==> src/rtl/serial_subtractor_pkg.sv <==
// Shared definitions for the bit-serial subtractor: FSM state encoding and default width.
package serial_subtractor_pkg;

  localparam int DEFAULT_WIDTH = 32;

  typedef enum logic [1:0] {
    ST_IDLE = 2'd0,
    ST_RUN  = 2'd1,
    ST_DONE = 2'd2
  } state_t;

endpackage

==> src/rtl/serial_subtractor_if.sv <==
// Handshake and operand/result bundle between the ALU sequencer and the serial subtractor.
interface serial_subtractor_if #(
  parameter int WIDTH = serial_subtractor_pkg::DEFAULT_WIDTH
);

  logic             start;
  logic [WIDTH-1:0] in_a;
  logic [WIDTH-1:0] in_b;
  logic             in_borrow;
  logic             busy;
  logic             done;
  logic [WIDTH-1:0] out_diff;
  logic             out_borrow;
  logic             out_ovf;

  modport master (
    output start, in_a, in_b, in_borrow,
    input  busy, done, out_diff, out_borrow, out_ovf
  );

  modport slave (
    input  start, in_a, in_b, in_borrow,
    output busy, done, out_diff, out_borrow, out_ovf
  );

endinterface

==> src/rtl/serial_subtractor_full_subtractor.sv <==
// Combinational one-bit full-subtractor cell: d = a - b - bin, with borrow out.
module serial_subtractor_full_subtractor (
  input  logic a,
  input  logic b,
  input  logic bin,
  output logic d,
  output logic bout
);

  assign d    = a ^ b ^ bin;
  assign bout = (~a & b) | (~(a ^ b) & bin);

endmodule

==> src/rtl/serial_subtractor.sv <==
// Bit-serial two's-complement subtractor: one subtractor cell and a borrow flop reused for WIDTH cycles.
module serial_subtractor
  import serial_subtractor_pkg::*;
#(
  parameter int WIDTH = DEFAULT_WIDTH
) (
  input  logic               clk,
  input  logic               rst,
  serial_subtractor_if.slave bus
);

  localparam int               CNT_W    = $clog2(WIDTH);
  localparam logic [CNT_W-1:0] CNT_LAST = CNT_W'(WIDTH - 1);

  state_t           state_q;
  state_t           state_d;
  logic [CNT_W-1:0] cnt_q;
  logic [WIDTH-1:0] a_sh;
  logic [WIDTH-1:0] b_sh;
  logic [WIDTH-1:0] diff_sh;
  logic             bor_q;
  logic             a_msb_q;
  logic             b_msb_q;
  logic             d_bit;
  logic             bout_bit;
  logic             busy_c;
  logic             done_c;
  logic             accept;
  logic             last_bit;
  logic [WIDTH-1:0] out_diff_q;
  logic             out_borrow_q;
  logic             out_ovf_q;

  function automatic logic signed_ovf(input logic a_msb, input logic b_msb, input logic d_msb);
    return (a_msb ^ b_msb) & (a_msb ^ d_msb);
  endfunction

  serial_subtractor_full_subtractor u_full_subtractor (
    .a    (a_sh[0]),
    .b    (b_sh[0]),
    .bin  (bor_q),
    .d    (d_bit),
    .bout (bout_bit)
  );

  assign accept   = (state_q == ST_IDLE) && bus.start;
  assign last_bit = (state_q == ST_RUN) && (cnt_q == CNT_LAST);

  always_comb begin
    state_d = state_q;
    busy_c  = 1'b0;
    done_c  = 1'b0;
    case (state_q)
      ST_IDLE: begin
        if (bus.start) state_d = ST_RUN;
      end
      ST_RUN: begin
        busy_c = 1'b1;
        if (cnt_q == CNT_LAST) state_d = ST_DONE;
      end
      ST_DONE: begin
        busy_c  = 1'b1;
        done_c  = 1'b1;
        state_d = ST_IDLE;
      end
      default: state_d = ST_IDLE;
    endcase
  end

  // Control: state, bit counter and the architecturally visible result registers.
  always_ff @(posedge clk) begin
    if (rst) begin
      state_q      <= ST_IDLE;
      cnt_q        <= '0;
      out_diff_q   <= '0;
      out_borrow_q <= 1'b0;
      out_ovf_q    <= 1'b0;
    end else begin
      state_q <= state_d;
      if (accept) begin
        cnt_q <= '0;
      end else if ((state_q == ST_RUN) && (cnt_q != CNT_LAST)) begin
        cnt_q <= cnt_q + CNT_W'(1);
      end
      // The last bit is folded straight into the result so it is valid in DONE.
      if (last_bit) begin
        out_diff_q   <= {d_bit, diff_sh[WIDTH-1:1]};
        out_borrow_q <= bout_bit;
        out_ovf_q    <= signed_ovf(a_msb_q, b_msb_q, d_bit);
      end
    end
  end

  // Datapath: operand shift registers, borrow flop and partial difference; no reset needed.
  always_ff @(posedge clk) begin
    if (accept) begin
      a_sh    <= bus.in_a;
      b_sh    <= bus.in_b;
      bor_q   <= bus.in_borrow;
      a_msb_q <= bus.in_a[WIDTH-1];
      b_msb_q <= bus.in_b[WIDTH-1];
    end else if (state_q == ST_RUN) begin
      a_sh    <= {1'b0, a_sh[WIDTH-1:1]};
      b_sh    <= {1'b0, b_sh[WIDTH-1:1]};
      bor_q   <= bout_bit;
      diff_sh <= {d_bit, diff_sh[WIDTH-1:1]};
    end
  end

  assign bus.busy       = busy_c;
  assign bus.done       = done_c;
  assign bus.out_diff   = out_diff_q;
  assign bus.out_borrow = out_borrow_q;
  assign bus.out_ovf    = out_ovf_q;

endmodule

==> src/flat_wrapper.sv <==
// flat-port wrapper written by rule: the top's interface ports become plain ports
module serial_subtractor_flat import serial_subtractor_pkg::*;
#(
  parameter int WIDTH = DEFAULT_WIDTH
)
  (clk, rst, bus_start, bus_in_a, bus_in_b, bus_in_borrow, bus_busy, bus_done, bus_out_diff, bus_out_borrow, bus_out_ovf);
  serial_subtractor_if #(.WIDTH(WIDTH)) bus_i ();
  input  logic clk;
  input  logic rst;
  input wire logic [$bits(bus_i.start)-1:0] bus_start;
  input wire logic [$bits(bus_i.in_a)-1:0] bus_in_a;
  input wire logic [$bits(bus_i.in_b)-1:0] bus_in_b;
  input wire logic [$bits(bus_i.in_borrow)-1:0] bus_in_borrow;
  output wire logic [$bits(bus_i.busy)-1:0] bus_busy;
  output wire logic [$bits(bus_i.done)-1:0] bus_done;
  output wire logic [$bits(bus_i.out_diff)-1:0] bus_out_diff;
  output wire logic [$bits(bus_i.out_borrow)-1:0] bus_out_borrow;
  output wire logic [$bits(bus_i.out_ovf)-1:0] bus_out_ovf;
  assign bus_i.start = bus_start;
  assign bus_i.in_a = bus_in_a;
  assign bus_i.in_b = bus_in_b;
  assign bus_i.in_borrow = bus_in_borrow;
  assign bus_busy = bus_i.busy;
  assign bus_done = bus_i.done;
  assign bus_out_diff = bus_i.out_diff;
  assign bus_out_borrow = bus_i.out_borrow;
  assign bus_out_ovf = bus_i.out_ovf;
  serial_subtractor #(.WIDTH(WIDTH)) u_core (.clk(clk), .rst(rst), .bus(bus_i));
endmodule
==> config.mk <==
export PLATFORM = sky130hd
export DESIGN_NAME = serial_subtractor_flat
export DESIGN_NICKNAME = d
export VERILOG_FILES = /design/src/rtl/serial_subtractor_pkg.sv /design/src/rtl/serial_subtractor_if.sv /design/src/rtl/serial_subtractor_full_subtractor.sv /design/src/rtl/serial_subtractor.sv /design/src/flat_wrapper.sv
export SDC_FILE = /design/constraint.sdc
export NUM_CORES = 1
export LEC_CHECK = 0
export ABC_CLOCK_PERIOD_IN_PS = 6970
export BUFFER_PORTS_ARGS = -buffer_cell sky130_fd_sc_hd__buf_4
export CAP_MARGIN = 20
export CORE_AREA = 5 5 105 107
export DETAILED_ROUTE_END_ITERATION = 6
export DIE_AREA = 0 0 110 112
export PLACE_DENSITY = 0.78
export SLEW_MARGIN = 20
export SYNTH_ARGS = -nofsm -noshare
export SYNTH_HDL_FRONTEND = slang
export SYNTH_HIERARCHICAL = 1
export SYNTH_SLANG_ARGS = --single-unit
==> constraint.sdc <==
create_clock -name clk -period 6.97 [get_ports clk]
set_input_delay 1.394 -clock clk [delete_from_list [all_inputs] [get_ports clk]]
set_output_delay 1.394 -clock clk [all_outputs]
set_load 0.05 [all_outputs]
==> metrics.md, run 1 <==
| Metric | Value |
|---|---|
| Cell total after placement | `593` |
| Worst setup path class | `flop to primary output` |
| Die area | `12320 sq um` |
| Synth top area share | `0.5500` |
| RSZ-0062 raised after global routing | `no` |
| Crit path max-delay family | `flip-flops` |
| Initial Utilization | `0.5326` |
| HP Start | `u_core/diff_sh[4]$_DFFE_PP_` |
| Max-cap viol count | `0` |
| Mux contribution to synthesized area | `0.1326` |
| Hold depth | `0` |
| DRT iter0 DRCs | `204` |
| Grt total ovfl | `0` |
| Core footprint | `roughly 10000 sq um` |
| Synth-to-Final Area Change | `26.50%` |
| Count of input and output buffers | `103` |
| Buf+Inv Stages, Crit Path | `2` |
| CP cell instances | `inv_1, ha_1, buf_4` |
| Synth top area cells | `edfxtp_1 (55%), dfxtp_1 (15%), mux2_2 (13%)` |
| Final min period | `approximately 2.8 ns` |
| IO Count | `104` |
| Final max-slew violation count | `0` |
| R2r endpoint | `u_core/b_sh[18]$_DFFE_PP_` |
| Hold Path Class | `flop to flop` |
| Area of the multi-input gates | `1436 sq um` |
| Design Area, Final | `6768 sq um` |
| Worst-Margin Slew | `roughly 0.84 ns` |
| # DRC | `0` |
| Nets | `551` |
| Top cell type by total area after synthesis | `edfxtp_1` |
| PostCTS Resize Cnt | `0` |
| Final WL | `a little under 10 mm` |
| Finished Layout Cells | `625` |
| Pre-CTS setup slack | `3.978 ns` |
| Setup WS post-layout | `4.138 ns` |
| CTS sink cnt | `139` |
| Worst slew margin | `0.4418` |
| Critical Path End Type | `primary output` |
| Worst path required time | `5.58 ns` |
| Fraction of layout cells with a size suffix above 1 | `0.4274` |
| Crit path depth | `3` |
| Final setup fails | `0` |
| Register Area | `3764 sq um` |
| Outcome | `finished clean` |
| Pleak | `0.002551 uW` |
| Pin count of the biggest net entering global routing | `66` |
| Most frequent cell after synthesis | `edfxtp_1` |
| Cell variety after synth | `31` |
| Clock Pin Slew Worst Setup and Hold Paths | `0.07 ns` |
| Row cnt | `37` |
| PD cells | `about 320 nW/um^2` |
| Mapped Nets | `443` |
| Fill cell count | `about 720` |
| CP max stage delay | `0.36 ns` |
| R2r startpoint | `u_core/state_q[1]$_SDFFE_PP0P_` |
| Die Span X | `110 microns` |
| # diodes | `0` |
| Post-Route Skew | `0.01004 ns` |
| Setup TNS | `0 ns` |
| Hold Violations, Final | `0` |
| Crit path max-delay cell type | `dfxtp_1` |
| Post-DP Area | `6181 sq um` |
| Antenna violations before repair | `0` |
| Most instantiated cells after synthesis | `edfxtp_1 (98), nand2_1 (72), mux2_2 (63)` |
| Setup Buffers After CTS | `0` |
| TritonCTS clock tree | `built` |
| Router iterations before antenna repair | `4` |
| Clk buf depth | `2` |
| R2R Setup Slk | `about 4.8 ns` |
| Largest family of logic cells by synthesized area | `multiplexers` |
| CTS Buf Count | `17` |
| CTS Hold Bufs | `0` |
| Post-synth EDFFs | `a little under 100` |
| Largest fanout on the critical path | `3` |
| Synth Area in Adders | `0.01777` |
| Drt via density | `4.982` |
| Synthesized area | `5350 sq um` |
| R2R depth | `5` |
| Synth async-reset ratio | `0` |
| Post-synthesis compound-gate area fraction | `0.03906` |
| Fmax | `about 0.35 GHz` |
| Maximum VDD drop | `0.1980 mV` |
| Syn_area_per_cell | `14.54 sq um` |
| Number of synthesized register bits | `about 140` |
| Clock latency on the worst-skew pair | `0.51 ns` |
| Synth Flop Type | `edfxtp_1` |
| WL/cell | `15.58 microns` |
| Final ANT Viol Nets | `0` |
| Hold EP | `u_core/diff_sh[3]$_DFFE_PP_` |
| Crit path launch type | `flop` |
| Root Driver | `clkbuf_8` |
| Final RePlAce weighted congestion | `0.8001` |
| First-pass GRT wire length | `15.57 mm` |
| Synth Area in XOR/XNOR | `0.003274` |
| Post-synthesis sequential area ratio | `0.7035` |
| Simple-gate share of the synthesized area | `0.07460` |
| CTS H-tree depth | `4` |
| Die H | `around 110 microns` |
| Critical Path AT | `1.44 ns` |
| Vias in the first global route | `3190` |
| Post-detail-place hpwl | `6.217 mm` |
| Final period utilization | `0.4063` |
| Vias | `3114` |
| Cells after Synth | `roughly 370` |
| Total Power | `2133 uW` |
| Yosys warnings | `6` |
| GRT Total Usage | `0.1660` |
## report_power, final
group / internal (uW) / switching (uW) / leakage, uW
Combinational: 106 / 103 / 0.000988
Clock: 479 / 378 / 0.000284
Sequential: 1030 / 35.3 / 0.00128
## registers in the layout, summed over array words and instances, names as in the netlist, 2 cells and up
signal and flops:
u_core/bus.out_diff 32, u_core/b_sh 32, u_core/state_q 2, u_core/a_sh 32, u_core/diff_sh 31, u_core/cnt_q 5
## layer usage
metal | global-route usage | up-vias | part of all wire
met1 | 0.2042 | 1467 | 0.41
met4 | 0.05486 | 0 | 0.010
met2 | 0.2561 | 98 | 0.48
met5 | 0 | - | 0
li1 | - | 1541 | -
met3 | 0.08000 | 8 | 0.094
## metrics by stage
| step | utilization | hold slack [ns] |
|---|---|---|
| 2_1_floorplan | - | 0.4262 |
| 3_3_place_gp | 0.6153 | 0.4298 |
| 3_5_place_dp | 0.6153 | 0.4362 |
| 4_1_cts | 0.6733 | 0.4536 |
| 5_1_grt | 0.6737 | 0.4553 |
| 6_report | 0.6737 | 0.4475 |
## worst max-delay path by stage
stage,start,endpoint,slack (ns)
after global routing,u_core/state_q[0]$_SDFFE_PP0P_,bus_busy,4.06
final,u_core/state_q[0]$_SDFFE_PP0P_,bus_busy,4.14
after floorplan,u_core/state_q[1]$_SDFFE_PP0P_,u_core/a_sh[0]$_DFFE_PP_,3.51
after global placement,bus_start,u_core/a_sh[9]$_DFFE_PP_,4.02
after CTS,u_core/state_q[0]$_SDFFE_PP0P_,bus_busy,4.12
after detailed placement,bus_start,u_core/b_sh[27]$_DFFE_PP_,3.98
## area by class of cell
cell class,count,share of cell area
clock buffer,18,0.06489
timing repair buffer,106,0.1176
clock inverter,14,0.02126
tap,136,0.02514
multi-input combinational,207,0.2122
inverter,5,0.002773
sequential,139,0.5561
## placed cells by master (no fill, tap or decap), types with 2 or more instances in the layout
master,instances
a21oi_1,38
inv_1,4
mux2_2,63
clkinv_8,2
nor2_1,5
dfxtp_1,41
clkbuf_16,17
buf_4,106
clkinv_4,3
edfxtp_1,98
nand3_1,2
o21ai_0,2
nor2b_1,2
nor3_1,2
and3_2,2
nand2_1,71
nand2b_1,2
inv_8,3
ha_1,6
inv_6,5
## cells by family (layout without fill, tap and decap cells)
group	Yosys count	count (layout)
XOR/XNOR	2	2
flip-flops	139	139
adder cells (fa/ha/maj)	7	7
buffers and inverters	22	143
AO/OA/AOI/OAI	41	41
multiplexers	63	63
AND/OR/NAND/NOR	94	94
Note: power is estimated with default switching activity, not from simulation.
==> inputs of run 2 (changes only) <==
--- a/config.mk
+++ b/config.mk
@@ -5,7 +5,7 @@
 export SDC_FILE = /design/constraint.sdc
 export NUM_CORES = 1
 export LEC_CHECK = 0
-export ABC_CLOCK_PERIOD_IN_PS = 6970
+export ABC_CLOCK_PERIOD_IN_PS = 2900
 export BUFFER_PORTS_ARGS = -buffer_cell sky130_fd_sc_hd__buf_4
 export CAP_MARGIN = 20
 export CORE_AREA = 5 5 105 107
==> constraint.sdc (replaced) <==
create_clock -name clk -period 2.9 [get_ports clk]
set_input_delay 0.58 -clock clk [delete_from_list [all_inputs] [get_ports clk]]
set_output_delay 0.58 -clock clk [all_outputs]
set_load 0.05 [all_outputs]
==> run 2 against run 1 <==
Net effect: global-route usage increased by 0.29 points; die area unchanged; cell count increased by 0.32%; largest cell class unchanged; core utilization increased by 0.44 points; first-iteration DRC count increased by 25%.
==> metrics.md, run 2 (synthesized netlist as in run 1, its figures left out) <==
| Metric | Value |
|---|---|
| Worst-Margin Slew | `0.6020 ns` |
| Initial Utilization | `0.5326` |
| Vias in the first global route | `3315` |
| Outcome | `finished clean` |
| Clock latency on the worst-skew pair | `0.51 ns` |
| Synth-to-Final Area Change | `27.32%` |
| GRT Total Usage | `0.1688` |
| IO Count | `104` |
| Final min period | `between 2 and 2.5 ns` |
| Commonest non-fill, non-tap cell in the layout | `buf_4` |
| First-pass GRT wire length | `15.93 mm` |
| Final period utilization | `0.7317` |
| # diodes | `0` |
| Die Span X | `roughly 110 microns` |
| Critical Path End Type | `flop` |
| Final ANT Viol Nets | `0` |
| CTS Buf Count | `17` |
| Max-cap viol count | `0` |
| Maximum VDD drop | `0.3759 mV` |
| Die area | `between 10000 and 15000 sq um` |
| Register Area | `~3800 sq um` |
| CTS sink cnt | `roughly 140` |
| Crit path launch type | `flop` |
| Fraction of layout cells with a size suffix above 1 | `0.4257` |
| Vias | `3203` |
| Count of input and output buffers | `103` |
| Post-detail-place hpwl | `6.472 mm` |
| Post-Route Skew | `approximately 0.017 ns` |
| CTS H-tree depth | `4` |
| Clk network pwr share | `0.408` |
| Worst path required time | `3.33 ns` |
| Router iterations before antenna repair | `5` |
| Internal Pwr Total | `3970 uW` |
| Antenna violations before repair | `0` |
| Core footprint | `10050 sq um` |
| Final core utilization | `0.6780` |
| # DRC | `0` |
| Sw Pwr | `1211 uW` |
| Switching Share | `0.2338` |
| Fmax | `0.4713 GHz` |
| Hold Path Class | `primary input to flop` |
| Most frequent cells in the layout | `buf_4 (106), edfxtp_1 (98), nand2_1 (72)` |
| Final setup fails | `0` |
| Nets | `553` |
| WL/cell | `about 16 microns` |
| Clk buf depth | `2` |
| Final WL | `9.891 mm` |
| Final RePlAce weighted congestion | `0.7560` |
| Final max-slew violation count | `0` |
| Clock Pin Slew Worst Setup and Hold Paths | `0.06 ns` |
| Cell total after placement | `595` |
| RSZ-0062 raised after global routing | `no` |
| Critical Path AT | `2.55 ns` |
| Die H | `112 microns` |
| Hold Violations, Final | `0` |
| Worst setup path class | `flop to flop` |
| Setup TNS | `0 ns` |
| Area of the multi-input gates | `~1400 sq um` |
| PD cells | `between 700 and 800 nW/um^2` |
| TritonCTS clock tree | `built` |
| Finished Layout Cells | `roughly 630` |
| Pleak | `0.002578 uW` |
| Worst slew margin | `0.5987` |
| Pin count of the biggest net entering global routing | `66` |
| DRT iter0 DRCs | `about 260` |
| Grt total ovfl | `0` |
| CTS Hold Bufs | `0` |
| Combinational share of power | `0.098` |
| Root Driver | `clkbuf_8` |
| Hold_ws | `about 0.26 ns` |
| Drt via density | `5.108` |
| Setup Buffers After CTS | `0` |
| Row cnt | `37` |
| Fill cell count | `between 700 and 800` |
| Largest fanout on the critical path | `19` |
| Total Power | `between 5000 and 6000 uW` |
| Share of power burned in registers | `0.494` |
| PostCTS Resize Cnt | `0` |
[run 2: changes by cell type in the layout (fill, tap and decap cells not counted), sizes merged]
cell      change
inv           -1
clkinvlp      -1
bufinv        +1
buf           +2
clkinv        +1
[run 2: power by group through the flow]
stage	sequential, uW	clock, uW	combinational (uW)
CTS	2570	2150	516
global route	2590	2250	559
floorplan	2570	0	374
finish	2560	2110	508
global placement	2600	0	498
detailed placement	2600	0	514
[run 2: cell type report]
type,count,share of cell area
clock buffer,18,0.06447
timing repair buffer,108,0.1227
multi-input combinational,207,0.2103
inverter,5,0.002755
sequential,139,0.5525
clock inverter,14,0.02223
tap,136,0.02498
[run 2: through the flow]
stage	setup WS, ns	area (sq um)
3_3_place_gp	0.9307	6221
6_report	0.7782	6812
4_1_cts	0.7489	6812
5_1_grt	0.5590	6812
2_1_floorplan	0.1289	5353
3_5_place_dp	0.8353	6221
[run 2: path summary, 6_finish.rpt]
check / start / end / slack (ns) / depth (start not counted)
setup / recovery: u_core/cnt_q[0]$_SDFFE_PP0P_ / u_core/bus.out_diff[19]$_SDFFE_PP0P_ / 0.78 / 7
hold / removal: bus_in_b[31] / u_core/b_msb_q$_DFFE_PP_ / 0.26 / 1
setup reg to reg: u_core/cnt_q[0]$_SDFFE_PP0P_ / u_core/bus.out_diff[19]$_SDFFE_PP0P_ / 0.78 / 7
hold reg to reg: u_core/diff_sh[6]$_DFFE_PP_ / u_core/diff_sh[5]$_DFFE_PP_ / 0.45 / 0
[run 2: metal layers]
metal,global-route usage,up-vias,part of all wire
li1,-,1547,-
met1,0.2080,1529,0.40
met2,0.2629,114,0.49
met3,0.07768,13,0.094
met4,0.05569,0,0.011
met5,0,-,0
[run 2: worst max-delay path, cell delays in order, from the launching register on]
cell and delay [ns]:
dfxtp_1 0.37, ha_1 0.18, and3_1 0.16, ha_1 0.22
and2_1 0.54, buf_4 0.32, nand2_1 0.10, a21oi_1 0.16
